[src/rtl/noc_pkg.sv]
// rtl/noc_pkg.sv - shared NoC constants, port indices and arbiter state type
package noc_pkg;

    localparam int PACKET_W = 55;
    localparam int N_PORTS  = 5;

    localparam int EAST  = 0;
    localparam int NORTH = 1;
    localparam int WEST  = 2;
    localparam int SOUTH = 3;
    localparam int LOCAL = 4;

    typedef enum logic [1:0] {
        IDLE  = 2'd0,
        GRANT = 2'd1,
        SEND  = 2'd2
    } arb_state_e;

endpackage

[src/rtl/output_port_arbiter_if.sv]
// rtl/output_port_arbiter_if.sv - request/grant and downstream link bundle of the output port arbiter
interface output_port_arbiter_if #(
    parameter int N_PORTS  = noc_pkg::N_PORTS,
    parameter int PACKET_W = noc_pkg::PACKET_W
);

    logic [N_PORTS-1:0]          req;
    logic [N_PORTS*PACKET_W-1:0] packet_in;
    logic [N_PORTS-1:0]          gnt;
    logic [PACKET_W-1:0]         packet_out;
    logic                        out_valid;
    logic                        out_ready;
    logic [2:0]                  grant_idx;
    logic                        busy;
    logic                        timeout_err;

    // arbiter side
    modport master (
        input  req, packet_in, out_ready,
        output gnt, packet_out, out_valid, grant_idx, busy, timeout_err
    );

    // input port controllers and downstream link side
    modport slave (
        output req, packet_in, out_ready,
        input  gnt, packet_out, out_valid, grant_idx, busy, timeout_err
    );

endinterface

[src/rtl/rr_arbiter.sv]
// rtl/rr_arbiter.sv - combinational round-robin pick starting just after last_ptr
module rr_arbiter #(
    parameter int N_PORTS = noc_pkg::N_PORTS
) (
    input  logic [N_PORTS-1:0] req,
    input  logic [2:0]         last_ptr,
    output logic [2:0]         winner,
    output logic               any_req
);

    logic [2*N_PORTS-1:0] req_dbl;
    logic [N_PORTS-1:0]   req_rot;
    logic [3:0]           shamt;
    logic [4:0]           off;
    logic [4:0]           sum;

    assign any_req = |req;
    assign req_dbl = {req, req};
    assign shamt   = 4'(last_ptr) + 4'd1;
    assign req_rot = N_PORTS'(req_dbl >> shamt);

    // rotate so bit 0 is the port after last_ptr, take the lowest set bit, map back
    always_comb begin
        off = '0;
        for (int j = N_PORTS - 1; j >= 0; j--) begin
            if (req_rot[j]) begin
                off = 5'(j);
            end
        end
        sum = 5'(last_ptr) + 5'd1 + off;
        if (sum >= 5'(N_PORTS)) begin
            sum = sum - 5'(N_PORTS);
        end
        winner = 3'(sum);
    end

endmodule

[src/rtl/output_port_arbiter.sv]
// rtl/output_port_arbiter.sv - round-robin output port arbiter; ARB_TIMEOUT_EN adds a SEND watchdog
module output_port_arbiter
    import noc_pkg::*;
#(
    parameter int N_PORTS     = noc_pkg::N_PORTS,
    parameter int PACKET_W    = noc_pkg::PACKET_W,
    parameter int TIMEOUT_CYC = 256
) (
    input  logic                  clk,
    input  logic                  reset,
    output_port_arbiter_if.master bus
);

    arb_state_e          state_q, state_d;
    logic [2:0]          grant_idx_q, grant_idx_d;
    logic [2:0]          last_ptr_q, last_ptr_d;
    logic [PACKET_W-1:0] packet_out_q, packet_out_d;
    logic [2:0]          winner;
    logic                any_req;

`ifdef ARB_TIMEOUT_EN
    localparam int CNT_W = (TIMEOUT_CYC > 2) ? $clog2(TIMEOUT_CYC) : 1;
    logic [CNT_W-1:0] cnt_q, cnt_d;
    logic             timeout_err_q, timeout_err_d;
`else
    localparam int timeout_cyc_unused = TIMEOUT_CYC;
`endif

    rr_arbiter #(.N_PORTS(N_PORTS)) u_rr (
        .req      (bus.req),
        .last_ptr (last_ptr_q),
        .winner   (winner),
        .any_req  (any_req)
    );

    // next-state: the winner is frozen in IDLE, so GRANT captures even if req drops
    always_comb begin
        state_d      = state_q;
        grant_idx_d  = grant_idx_q;
        last_ptr_d   = last_ptr_q;
        packet_out_d = packet_out_q;
`ifdef ARB_TIMEOUT_EN
        cnt_d         = cnt_q;
        timeout_err_d = 1'b0;
`endif
        case (state_q)
            IDLE: begin
                if (any_req) begin
                    grant_idx_d = winner;
                    state_d     = GRANT;
                end
            end
            GRANT: begin
                for (int i = 0; i < N_PORTS; i++) begin
                    if (grant_idx_q == 3'(i)) begin
                        packet_out_d = bus.packet_in[i*PACKET_W +: PACKET_W];
                    end
                end
                last_ptr_d = grant_idx_q;
                state_d    = SEND;
`ifdef ARB_TIMEOUT_EN
                cnt_d = '0;
`endif
            end
            SEND: begin
                if (bus.out_ready) begin
                    state_d = IDLE;
                end
`ifdef ARB_TIMEOUT_EN
                else if (cnt_q == CNT_W'(TIMEOUT_CYC - 1)) begin
                    state_d       = IDLE;
                    timeout_err_d = 1'b1;
                end else begin
                    cnt_d = cnt_q + 1'b1;
                end
`endif
            end
            default: state_d = IDLE;
        endcase
    end

    // state and datapath registers
    always_ff @(posedge clk or negedge reset) begin
        if (!reset) begin
            state_q      <= IDLE;
            grant_idx_q  <= '0;
            last_ptr_q   <= 3'(N_PORTS - 1);
            packet_out_q <= '0;
        end else begin
            state_q      <= state_d;
            grant_idx_q  <= grant_idx_d;
            last_ptr_q   <= last_ptr_d;
            packet_out_q <= packet_out_d;
        end
    end

`ifdef ARB_TIMEOUT_EN
    // watchdog counter and drop pulse
    always_ff @(posedge clk or negedge reset) begin
        if (!reset) begin
            cnt_q         <= '0;
            timeout_err_q <= 1'b0;
        end else begin
            cnt_q         <= cnt_d;
            timeout_err_q <= timeout_err_d;
        end
    end

    assign bus.timeout_err = timeout_err_q;
`else
    assign bus.timeout_err = 1'b0;
`endif

    // one-hot grant decode, only during GRANT
    always_comb begin
        bus.gnt = '0;
        for (int i = 0; i < N_PORTS; i++) begin
            bus.gnt[i] = (state_q == GRANT) && (grant_idx_q == 3'(i));
        end
    end

    assign bus.out_valid  = (state_q == SEND);
    assign bus.busy       = (state_q != IDLE);
    assign bus.packet_out = packet_out_q;
    assign bus.grant_idx  = grant_idx_q;

endmodule
[src/flat_wrapper.sv]
// flat-port wrapper written by rule: the top's interface ports become plain ports
module output_port_arbiter_flat import noc_pkg::*;
#(
    parameter int N_PORTS     = noc_pkg::N_PORTS,
    parameter int PACKET_W    = noc_pkg::PACKET_W,
    parameter int TIMEOUT_CYC = 256
)
  (clk, reset, bus_req, bus_packet_in, bus_out_ready, bus_gnt, bus_packet_out, bus_out_valid, bus_grant_idx, bus_busy, bus_timeout_err);
  output_port_arbiter_if #(.N_PORTS(N_PORTS), .PACKET_W(PACKET_W)) bus_i ();
  input  logic clk;
  input  logic reset;
  input wire logic [$bits(bus_i.req)-1:0] bus_req;
  input wire logic [$bits(bus_i.packet_in)-1:0] bus_packet_in;
  input wire logic [$bits(bus_i.out_ready)-1:0] bus_out_ready;
  output wire logic [$bits(bus_i.gnt)-1:0] bus_gnt;
  output wire logic [$bits(bus_i.packet_out)-1:0] bus_packet_out;
  output wire logic [$bits(bus_i.out_valid)-1:0] bus_out_valid;
  output wire logic [$bits(bus_i.grant_idx)-1:0] bus_grant_idx;
  output wire logic [$bits(bus_i.busy)-1:0] bus_busy;
  output wire logic [$bits(bus_i.timeout_err)-1:0] bus_timeout_err;
  assign bus_i.req = bus_req;
  assign bus_i.packet_in = bus_packet_in;
  assign bus_i.out_ready = bus_out_ready;
  assign bus_gnt = bus_i.gnt;
  assign bus_packet_out = bus_i.packet_out;
  assign bus_out_valid = bus_i.out_valid;
  assign bus_grant_idx = bus_i.grant_idx;
  assign bus_busy = bus_i.busy;
  assign bus_timeout_err = bus_i.timeout_err;
  output_port_arbiter #(.N_PORTS(N_PORTS), .PACKET_W(PACKET_W), .TIMEOUT_CYC(TIMEOUT_CYC)) u_core (.clk(clk), .reset(reset), .bus(bus_i));
endmodule
[config.mk]
export PLATFORM = sky130hd
export DESIGN_NAME = output_port_arbiter_flat
export DESIGN_NICKNAME = d
export VERILOG_FILES = /design/src/rtl/noc_pkg.sv /design/src/rtl/output_port_arbiter_if.sv /design/src/rtl/rr_arbiter.sv /design/src/rtl/output_port_arbiter.sv /design/src/flat_wrapper.sv
export SDC_FILE = /design/constraint.sdc
export NUM_CORES = 1
export LEC_CHECK = 0
export CORE_AREA = 8 8 128 130
export CTS_CLUSTER_SIZE = 24
export DETAILED_ROUTE_END_ITERATION = 10
export DIE_AREA = 0 0 136 138
export PLACE_DENSITY_LB_ADDON = 0.05
export SLEW_MARGIN = 20
export SYNTH_ARGS = -nofsm -noshare
export SYNTH_HDL_FRONTEND = slang
export SYNTH_HIERARCHICAL = 1
export SYNTH_SLANG_ARGS = --single-unit
[constraint.sdc]
create_clock -name clk -period 5.41 [get_ports clk]
set_input_delay 1.082 -clock clk [delete_from_list [all_inputs] [get_ports clk]]
set_output_delay 1.082 -clock clk [all_outputs]
set_load 0.03 [all_outputs]
# Yosys cells after proc, flatten, opt, wreduce, memory -nomap -nowiden

Cells that the tools add are included.

Shifts and indexed selects: 1
$add $sub $neg: 4
Eq/ne operators: 8
Multiplexer cells: 14
$lt $le $gt $ge: 1
Reduce and logical (&&, ||, !) cells: 13

Operators by type and width:

| kind                                                               | number |
|---|---|
| two-way mux 55 bit                                                 | 5 |
| two-way mux 5 bit                                                  | 4 |
| right shift 10 x 4 -> 5 bit                                        | 1 |
| adder 3 x 1 -> 4 bit (second input constant)                       | 2 |
| equality test 3 x 2 -> 1 bit (second input constant)               | 2 |
| two-way mux 3 bit                                                  | 2 |
| case mux 2 bit (3 select lines)                                    | 1 |
| AND reduction 2 bit                                                | 3 |
| adder 4 x 5 -> 5 bit                                               | 1 |
| greater-or-equal comparator 5 x 3 -> 1 bit (second input constant) | 1 |
| logical AND 1 bit                                                  | 5 |
| nonzero test 5 bit                                                 | 1 |
| OR reduction 5 bit                                                 | 1 |
| two-way mux 2 bit                                                  | 2 |
| equality test 3 x 1 -> 1 bit (second input constant)               | 1 |
| equality test 3 bit (second input constant)                        | 1 |
| zero test 3 bit                                                    | 1 |
| subtractor 3 bit (second input constant)                           | 1 |
| equality test 2 x 1 -> 1 bit (second input constant)               | 1 |
| equality test 2 bit (second input constant)                        | 1 |
| zero test 2 bit                                                    | 1 |
| != test 2 x 1 -> 1 bit (second input constant)                     | 1 |
| != test 2 bit (second input constant)                              | 1 |
| nonzero test 2 bit                                                 | 1 |

Input port bits: 283
Output and inout bits: 66
Flip-flop bits (word level): 63
Logic and storage cells: 45

# Depth between registers and ports, before layout

Gate-level depths: netlist of the first run.

Word-level depth: 10
Depth in mapped cells: 19
Depth with buffers taken out: 17

# Hierarchy

The synthesis of the first run kept the hierarchy.

By module, submodules not included:

| module              | sequential area each (µm²) | area an instance (µm²) | times used | cells an instance |
|---|---|---|---|---|
| output_port_arbiter | 1,577.8                    | 4,809.6                | 1          | 541 |
| rr_arbiter          | 0.0                        | 516.7                  | 1          | 66 |

# Least setup slack after synthesis of the first run

No wires, ideal clock.

Path type: input port to flip-flop
From: input port bus_req[1]
To: register u_core.grant_idx_q[1], in the netlist u_core/bus.grant_idx[1]
Buffers on the path: 0
Cell stages on the path: 15
Setup time: 0.125 ns
Data required time: 5.285 ns
Slack: 1.345 ns
Data arrival time: 3.940 ns
Cell sequence: mux2_4 > a222oi_1 > a21o_1 > nand2_1 > a32oi_1 > ha_1 > inv_1 > fa_1 > inv_1 > ha_1 > nor2_1 > a21oi_1 > a211oi_1 > o21ai_0 > mux2_2

Cells in the longest elaborated chain, start to end: 9
Elaborated cells between the ends (all ways): 12
Those cells by class: add/sub: 2; order compare: 1; shift: 1; mux: 6; reduce/logical: 2

Ends and longest elaborated chain:

| item                                       | line                      | RTL |
|---|---|---|
| start, declared                            | flat_wrapper.sv:12        | `input wire logic [$bits(bus_i.req)-1:0] bus_req;` |
| right shift 10 x 4 -> 5 bit *              | rr_arbiter.sv:20          | `assign req_rot = N_PORTS'(req_dbl >> shamt);` |
| two-way mux 3 bit                          | rr_arbiter.sv:26          | `if (req_rot[j]) begin` |
| two-way mux 5 bit (3 in series)            | rr_arbiter.sv:26          |  |
| two-way mux 5 bit *                        | rr_arbiter.sv:26          |  |
| adder 4 x 5 -> 5 bit *                     | rr_arbiter.sv:30          | `sum = 5'(last_ptr) + 5'd1 + off;` |
| greater-or-equal comparator 5 x 3 -> 1 bit | rr_arbiter.sv:31          | `if (sum >= 5'(N_PORTS)) begin` |
| two-way mux 3 bit *                        | rr_arbiter.sv:31          |  |
| net u_core.winner[1]                       | output_port_arbiter.sv:18 | `logic [2:0] winner;` |
| end signal, assigned                       | output_port_arbiter.sv:91 | `grant_idx_q <= grant_idx_d;` |
| end, declared                              | output_port_arbiter.sv:15 | `logic [2:0] grant_idx_q, grant_idx_d;` |

Mark *: on every way through the listed nets, which the timed path passes. The rest lies on a longest branch.
A chain may end at the register's enable or synchronous reset.

# Worst setup path in the final report of the first run

From: input port bus_req[4]
To: register u_core.grant_idx_q[1], in the netlist u_core/bus.grant_idx[1]

Same word-level chain as after synthesis.

==> results of run 1 <==
-- path summary, 6_finish.rpt --
kind                       cells past startpoint  slack (ns)                         to                 startpoint
max                                           16        0.73    u_core/bus.grant_idx[1]                 bus_req[4]
min                                            2        0.47  u_core/bus.packet_out[41]  u_core/bus.packet_out[41]
max reg2reg                                   15        1.28    u_core/bus.grant_idx[1]       u_core/last_ptr_q[2]
min reg2reg                                    2        0.47  u_core/bus.packet_out[41]  u_core/bus.packet_out[41]
max in group asynchronous                      2        3.68  u_core/bus.packet_out[26]                      reset
min in group asynchronous                      1        0.82       u_core/last_ptr_q[0]                      reset
-- routing by layer --
layer  GRT usage  up-vias  routed length [µm]
met4     0.04916        0                 324
met3     0.07283       22                2013
met1      0.2484     2704                8409
met5           0        -                   0
li1            -     2871                   -
met2      0.4401      228               12120
-- cells in the final DEF (no fill, tap or decap), types with 10 or more instances in the layout --
| master | count |
|---|---|
| a21oi_1 | 57 |
| o22ai_1 | 55 |
| a211oi_1 | 47 |
| maj3_2 | 17 |
| mux2i_1 | 59 |
| nand2_1 | 70 |
| o21ai_1 | 40 |
| o21ai_0 | 20 |
| a211oi_2 | 10 |
| dfrtp_1 | 59 |
| maj3_1 | 38 |
| clkdlybuf4s50_1 | 346 |
-- power by group through the flow --
stage	Sequential, mW	Combinational (mW)	Clock, mW
after floorplan	1.26	2.24	0
after global placement	1.07	3.39	0
after detailed placement	1.09	3.48	0
after CTS	1.08	3.49	0.576
after global routing	1.13	3.79	0.594
final	1.08	3.48	0.558
-- registers in the layout, indices dropped and copies added, names as in the netlist --
name	count
u_core/last_ptr_q	3
u_core/bus.packet_out	55
u_core/bus.grant_idx	3
u_core/state_q	2
-- layout make-up --
cell class	count	area, µm²
clock buffers	12	246.5
well taps	184	230.2
multi-input cells	467	3316
inverters	8	30.03
flip-flops and latches	63	1589
diodes	1	2.502
fillers	1230	5334
clock inverters	4	45.04
repair buffers	354	3521
-- cell families after synthesis --
logic type / after synthesis / share of synthesized area
adders and majority gates: 61 / 0.1229
muxes: 68 / 0.1355
DFF: 63 / 0.2962
AOI/OAI and AO/OA: 238 / 0.2791
and+or+nand+nor: 96 / 0.07681
xor gates and xnor gates: 3 / 0.004934
buffers and inverters: 77 / 0.08386
other: 1 / 0.0007040
-- through the flow --
stage               area [µm²]  instances  setup WS [ns]  total power [mW]
global route              8980       1093         0.4171             5.517
detailed placement        8686       1076         0.4504             4.564
CTS                       8977       1092         0.8006             5.144
finish                    8980       1093         0.7320             5.114
floorplan                 5326        607          1.345             3.497
global placement          8686       1076         0.6403             4.464
-- worst max-delay path: cells and delay by family --
family                   cells  cell delay [ns]
AO/OA/AOI/OAI                6             1.47
adder cells (fa/ha/maj)      3             0.91
buffers and inverters        3             0.67
multiplexers                 2             0.61
AND/OR/NAND/NOR              2             0.17
==> flow_results.org, run 1 <==
** Run status
- The flow ran to the end, and the final reports show no timing, DRC or antenna violations.

** Placed design
- Summed over all nets, the half-perimeter wirelength after detailed placement is about 18000 µm.
- At the end of routability-driven placement, the weighted congestion stood at 0.9055.
- Buffers placed on the I/O ports in this run total 347.

** Critical path
- Startpoint kind of the worst setup timing path :: input port
- Critical path's largest stage delay :: 0.55 ns
- Highest fanout seen on the critical path :: 7
- By startpoint and endpoint, the worst setup path is classified as in2reg.
- Walking the worst path, the cells encountered are clkdlybuf4s50_1, mux2_2, a222oi_1, a21o_1, nand2_1, a32oi_1, ha_1, inv_1, fa_1, inv_1, ha_1, nor2_1, a21oi_1, a211oi_1, o21ai_0, mux2_2.
- The slowest stage of the critical path is the fa_1 cell.
- STA classifies the critical path endpoint as a register.
- STA puts the critical path data required time at roughly 5.6 ns.
- Crit path arrival time :: between 4 and 5 ns

** Route
- Antenna Violating Nets Remaining :: 0
- In the routed design, unresolved DRC markers number 0.
- Routed via count divided by cell count :: 5.329
- Violation count after the first detailed-route iteration :: approximately 250
- In the final routed layout, each cell accounts on average for roughly 21 µm.
- Number of detailed-routing iterations run before antenna repair :: 4
- Final routed wirelength across all metal layers :: 22870 µm
- Across all layers, the routed design uses 5825 vias.

** Timing
- Time the final worst path needs with I/O delays and setup :: around 4.7 ns
- Setup TNS Final :: 0 ns
- Worst hold slack across all endpoints :: 0.4733 ns
- Least-Margin Pin Slew :: ~1 ns
- Setup repair after global routing left no endpoint under its margin.
- The number of hold violations in the final report came to 0.
- Slew headroom :: 0.3287
- Highest Clock Rate :: about 210 MHz
- Slew Viols, Final :: 0
- Worst setup skew after layout :: 0.003442 ns
- Setup violations remaining at the end of the flow were counted as 0.
- Final Cycle Share :: 0.8647

** Synthesis
- The synthesized design spends more area on one cell type than any other, namely dfrtp_1.
- Dominant cells by area after synthesis :: dfrtp_1 29%, mux2i_1 11%, maj3_1 7.1%
- Synthesized Nets :: 896
- Of the synthesized area, sequential elements account for 0.2962.
- After synthesis, the netlist uses 44 different library cells.
- Warnings, synthesis :: 6
- Among all cell types in the netlist, the one instantiated most often is nand2_1.
- After synthesis the netlist holds a flip-flop and latch count of between 60 and 70.
- In the synthesized netlist, the number of instances is 607.
- Yosys mapped a number of flops with a built-in enable equal to 0.
- Cell Area, Synth :: 5326 µm²
- Synthesized area divided by synthesized cell count :: a little under 9 µm²
- Synth async-reset ratio :: 1.000
- For this run, the leading register cell type out of synthesis is dfrtp_1.
- Ranking of synthesized cells by instance count :: 71 x nand2_1, 62 x dfrtp_1, 59 x mux2i_1
- The share of synthesized area in the top cell type comes to 0.2913.

** Global route
- Summed over all layers, the global routing overflow is 0.
- Global-route wire length before repair :: 34930 µm
- Initial antenna violation count :: 1
- Overall fraction of global-route tracks in use :: 0.2348
- Number of global-route vias before repair :: 6067
- Largest net degree at the start of global routing :: ~110

** Clocking
- The longest clock path from root to sink contains 2 buffers.
- Clock tree from TritonCTS :: yes
- The cell sitting at the root of the clock tree is a clkbuf_16.
- Number of gates resized after CTS :: 0
- Once the clock tree was built, the setup fixing pass inserted 0 buffers.
- For the worst-skew pair, the clock arrives at the later sink with an insertion delay of 0.32 ns.
- Clock tree synthesis inserted a total of 9 buffers.
- TritonCTS sink count :: 63
- Clock Pin Slew Worst Setup and Hold Paths :: roughly 0.05 ns
- The number of hold buffers added after CTS was 0.
- CTS built an H-tree with a depth of 3.

** Power
- Total power divided by cell area :: 569.5 nW/µm²
- Clock group share of total power :: 0.109
- The worst-case IR drop observed on VDD is 0.0005978 V.
- For this design the total switching power over the nets is 2.491 mW.
- Power share of the sequential group :: 0.211
- Switching power share of the total :: 0.4871
- Leak :: between 3 and 4 nW
- Share of power burned in combinational logic :: 0.680
- Internal power :: approximately 2.6 mW

** Floorplan
- For this configuration, the core starts out at a cell density of 0.3721.
- Die Y :: about 140 µm
- Width of the die :: roughly 140 µm
- In this run the count of I/O pins placed on the die edge is 349.
- The total area inside the core boundary comes to around 14000 µm².
- The die covers 18770 µm².
- Core Rows :: 44

** Final layout
- In the final design database the tool counted 1192 nets.
- In the final layout, the share of cells above drive strength 1 is 0.07379.
- Area growth syn-to-layout :: 68.59%
- Once layout is complete, the utilization of the core stands at 0.6274.

** Hold path
- Class of the most critical hold timing path :: reg2reg

** Job
- Max-cap violations in this run came to 0.
Power figures use the tool's default switching activity.
==> run 2: changes to the inputs <==
--- a/config.mk
+++ b/config.mk
@@ -5,10 +5,13 @@
 export SDC_FILE = /design/constraint.sdc
 export NUM_CORES = 1
 export LEC_CHECK = 0
-export CORE_AREA = 8 8 128 130
+export CELL_PAD_IN_SITES_DETAIL_PLACEMENT = 1
+export CELL_PAD_IN_SITES_GLOBAL_PLACEMENT = 2
+export CORE_ASPECT_RATIO = 1.25
+export CORE_MARGIN = 8
+export CORE_UTILIZATION = 21
 export CTS_CLUSTER_SIZE = 24
 export DETAILED_ROUTE_END_ITERATION = 10
-export DIE_AREA = 0 0 136 138
 export PLACE_DENSITY_LB_ADDON = 0.05
 export SLEW_MARGIN = 20
 export SYNTH_ARGS = -nofsm -noshare
==> flow_results.org, run 2 (synthesis results as in run 1) <==
** Route
- Routed via count divided by cell count :: 4.738 (was 5.329)
- DRC Markers :: 0 (unchanged)
- Number of detailed-routing iterations run before antenna repair :: 4 (unchanged)
- The total via count in the routed design came to 5899 (was 5825).
- The first-iteration detailed-routing DRC count is 186 (was 252).
- Antenna Violating Nets Remaining :: 0 (unchanged)
- Average routed wire per standard cell :: 21.22 µm (was 20.92 µm)
- The final wirelength is 26420 µm (was 22870 µm).

** Critical path
- The sort of element at the end of the critical path is a register (unchanged).
- Start-to-end type of the worst setup path :: in2reg (unchanged)
- Crit path arrival time :: 4.97 ns (was 4.89 ns)
- The kind of cell adding the most delay to the critical path is compound AO/OA/AOI/OAI gates (unchanged).
- Buf+Inv Stages, Crit Path :: 3 (unchanged)
- The biggest fanout along the worst timing path was 7 (unchanged).
- The slowest library cell on the worst path was fa_1 (unchanged).
- The critical path required time is 5.62 ns (about the same).
- Worst-path cell chain: clkdlybuf4s50_1, mux2_2, a222oi_1, a21o_1, nand2_1, a32oi_1, ha_1, inv_1, fa_1, inv_1, ha_1, nor2_1, a21oi_1, a211oi_1, nor2_1, xnor2_1, nand2_1, o21ai_0 (was clkdlybuf4s50_1, mux2_2, a222oi_1, a21o_1, nand2_1, a32oi_1, ha_1, inv_1, fa_1, inv_1, ha_1, nor2_1, a21oi_1, a211oi_1, o21ai_0, mux2_2).
- The startpoint type of the worst setup path was an input port (unchanged).
- Critical path's largest stage delay :: 0.54 ns (was 0.55 ns)

** Floorplan
- The die area is 30750 µm² (was 18770 µm²).
- Width of the die :: 158.4 µm (was 136 µm)
- The height of the chip was 194.1 µm (was 138 µm).
- Core Rows :: 65 (was 44)
- Core region area :: 25130 µm² (was 14310 µm²)
- The I/O pin count was 349 (unchanged).
- The starting density of the core was 0.2119 (was 0.3721).

** Run status
- Run status: complete, no violations (unchanged).

** Global route
- The largest net degree at the start of global routing was 71 (was 111).
- Overall fraction of global-route tracks in use :: 0.1701 (was 0.2348)
- Initial antenna violation count :: 2 (was 1)
- The global-route wire length before repair came to 39820 µm (was 34930 µm).
- The global-route congestion overflow total is 0 (unchanged).
- Number of global-route vias before repair :: 6692 (was 6067)

** Timing
- Worst setup margin :: 0.6448 ns (was 0.7320 ns)
- Worst setup skew after layout :: 0.006483 ns (was 0.003442 ns)
- The relative max-transition margin was 0.3331 (was 0.3287).
- The final number of max-transition violations was 0 (unchanged).
- Final Cycle Share :: 0.8808 (was 0.8647)
- Highest Clock Rate :: 209.9 MHz (was 213.8 MHz)
- The count of endpoints failing setup in the final report came to 0 (unchanged).
- Time the final worst path needs with I/O delays and setup :: 4.765 ns (was 4.678 ns)
- Setup repair after global routing missed its margin: no (unchanged).
- The smallest hold slack was 0.4805 ns (was 0.4733 ns).
- Least-Margin Pin Slew :: 1.000 ns (was 1.007 ns)
- The number of hold violations in the final report is 0 (unchanged).
- Setup TNS Final :: 0 ns (unchanged)

** Power
- The total design power was 5.245 mW (was 5.114 mW).
- The cell leakage power came to 3.547 nW (was 3.526 nW).
- Total power divided by cell area :: 569.0 nW/µm² (was 569.5 nW/µm²)
- Maximum resistive drop on vdd :: 0.0003233 V (was 0.0005978 V)

** Final layout
- The fraction of final layout cells with drive strength greater than 1 came to 0.07489 (was 0.07379).
- Flip-flop count of the largest register, all copies and words added :: 55 (unchanged)
- The signed area change from the synthesized netlist to the final layout came to 73.06% (was 68.59%).
- Commonest non-fill, non-tap cells in the layout :: 346 x clkdlybuf4s50_1, 70 x nand2_1, 59 x mux2i_1, 59 x dfrtp_1, 57 x a21oi_1 (unchanged)
- The count of nets after finishing came to 1192 (unchanged).
- The leading cell type in the layout, fill and taps excluded was clkdlybuf4s50_1 (unchanged).
- The non-filler instance count after layout came to 1245 (was 1093).

** Placed design
- The routability congestion estimate was 0.8475 (was 0.9055).
- The number of port buffers was 347 (unchanged).
- The half-perimeter wire length of the detailed placement result was 20370 µm (was 17630 µm).
- The worst setup timing slack at the placement stage came to 0.2531 ns (was 0.4504 ns).
- The number of placed cells counting well taps is 1227 (was 1076).

** Clocking
- Number of gates resized after CTS :: 0 (unchanged)
- The CTS tree is yes (unchanged).
- The CTS H-tree depth was 3 (unchanged).
- The clock-pin slew reported for the worst setup and hold paths after clock tree synthesis is 0.06 ns (was 0.05 ns).
- The number of buffers between clock root and the deepest sink was 2 (unchanged).
- Clk Latency, worst-skew pair :: 0.34 ns (was 0.32 ns)
- Number of clock buffers inserted by TritonCTS :: 9 (unchanged)
- The clock sink count came to 63 (unchanged).
- Clk root buf :: clkbuf_16 (unchanged)
- The number of hold buffers added after CTS is 0 (unchanged).
- Post-CTS setup buffer count :: 0 (unchanged)

** Job
- Max Cap Viol :: 0 (unchanged)

** Hold path
- Class of the most critical hold timing path :: reg2reg (unchanged)
-- run 2: changes by cell type in the layout (fill, tap and decap cells not counted), sizes merged --
| cell | previous run | this run |
|---|---|---|
| diode | 1 | 2 |
| clkbuf | 12 | 13 |
| clkinv | 3 | 2 |
-- run 2: path summary, 6_finish.rpt --
path                                     startpoint                         to  slack [ns]  cells after the start
max                                      bus_req[4]    u_core/bus.grant_idx[2]        0.64                     18
min                        u_core/bus.packet_out[3]   u_core/bus.packet_out[3]        0.48                      2
max reg2reg                    u_core/last_ptr_q[2]    u_core/bus.grant_idx[2]        1.18                     17
min reg2reg                u_core/bus.packet_out[3]   u_core/bus.packet_out[3]        0.48                      2
max in group asynchronous                     reset    u_core/bus.grant_idx[1]        3.84                      1
min in group asynchronous                     reset  u_core/bus.packet_out[17]        0.86                      1
-- run 2: layer usage --
metal  global-route usage  vias up  wire length (µm)  share of wire
met5                    0        -                 0              0
li1                     -     2865                 -              -
met3              0.04750       16              1822          0.069
met2               0.3238      193             14420           0.55
met4              0.04655        0               352          0.013
met1               0.1751     2825              9825           0.37
-- run 2: area by class of cell --
cell class              instances  area (µm²)
diodes                          2       5.005
well taps                     335       419.2
flip-flops and latches         63        1589
clock inverters                 3       40.04
inverters                       8       30.03
fillers                      2872       15910
multi-input cells             467        3316
clock buffers                  13       270.3
repair buffers                354        3548
-- run 2: worst register-to-register path, stage by stage (launching register included) --
cell and delay, ns:
dfstp_2 0.68, mux2_2 0.38, a222oi_1 0.43, a21o_1 0.15, nand2_1 0.07, a32oi_1 0.24
ha_1 0.18, inv_1 0.06, fa_1 0.54, inv_1 0.07, ha_1 0.18, nor2_1 0.11
a21oi_1 0.07, a211oi_1 0.49, nor2_1 0.14, xnor2_1 0.17, nand2_1 0.06, o21ai_0 0.07
-- run 2: where the power goes --
part | internal [mW] | total (mW) | switching [mW]
clock | 0.393 | 0.615 | 0.222
sequential | 0.720 | 1.16 | 0.441
combinational | 1.56 | 3.47 | 1.91
-- run 2: through the flow --
step	instance area, µm²	util
after floorplan	5326	-
after global placement	8882	0.3534
after detailed placement	8902	0.3542
after CTS	9213	0.3666
after global routing	9218	0.3668
final	9218	0.3668
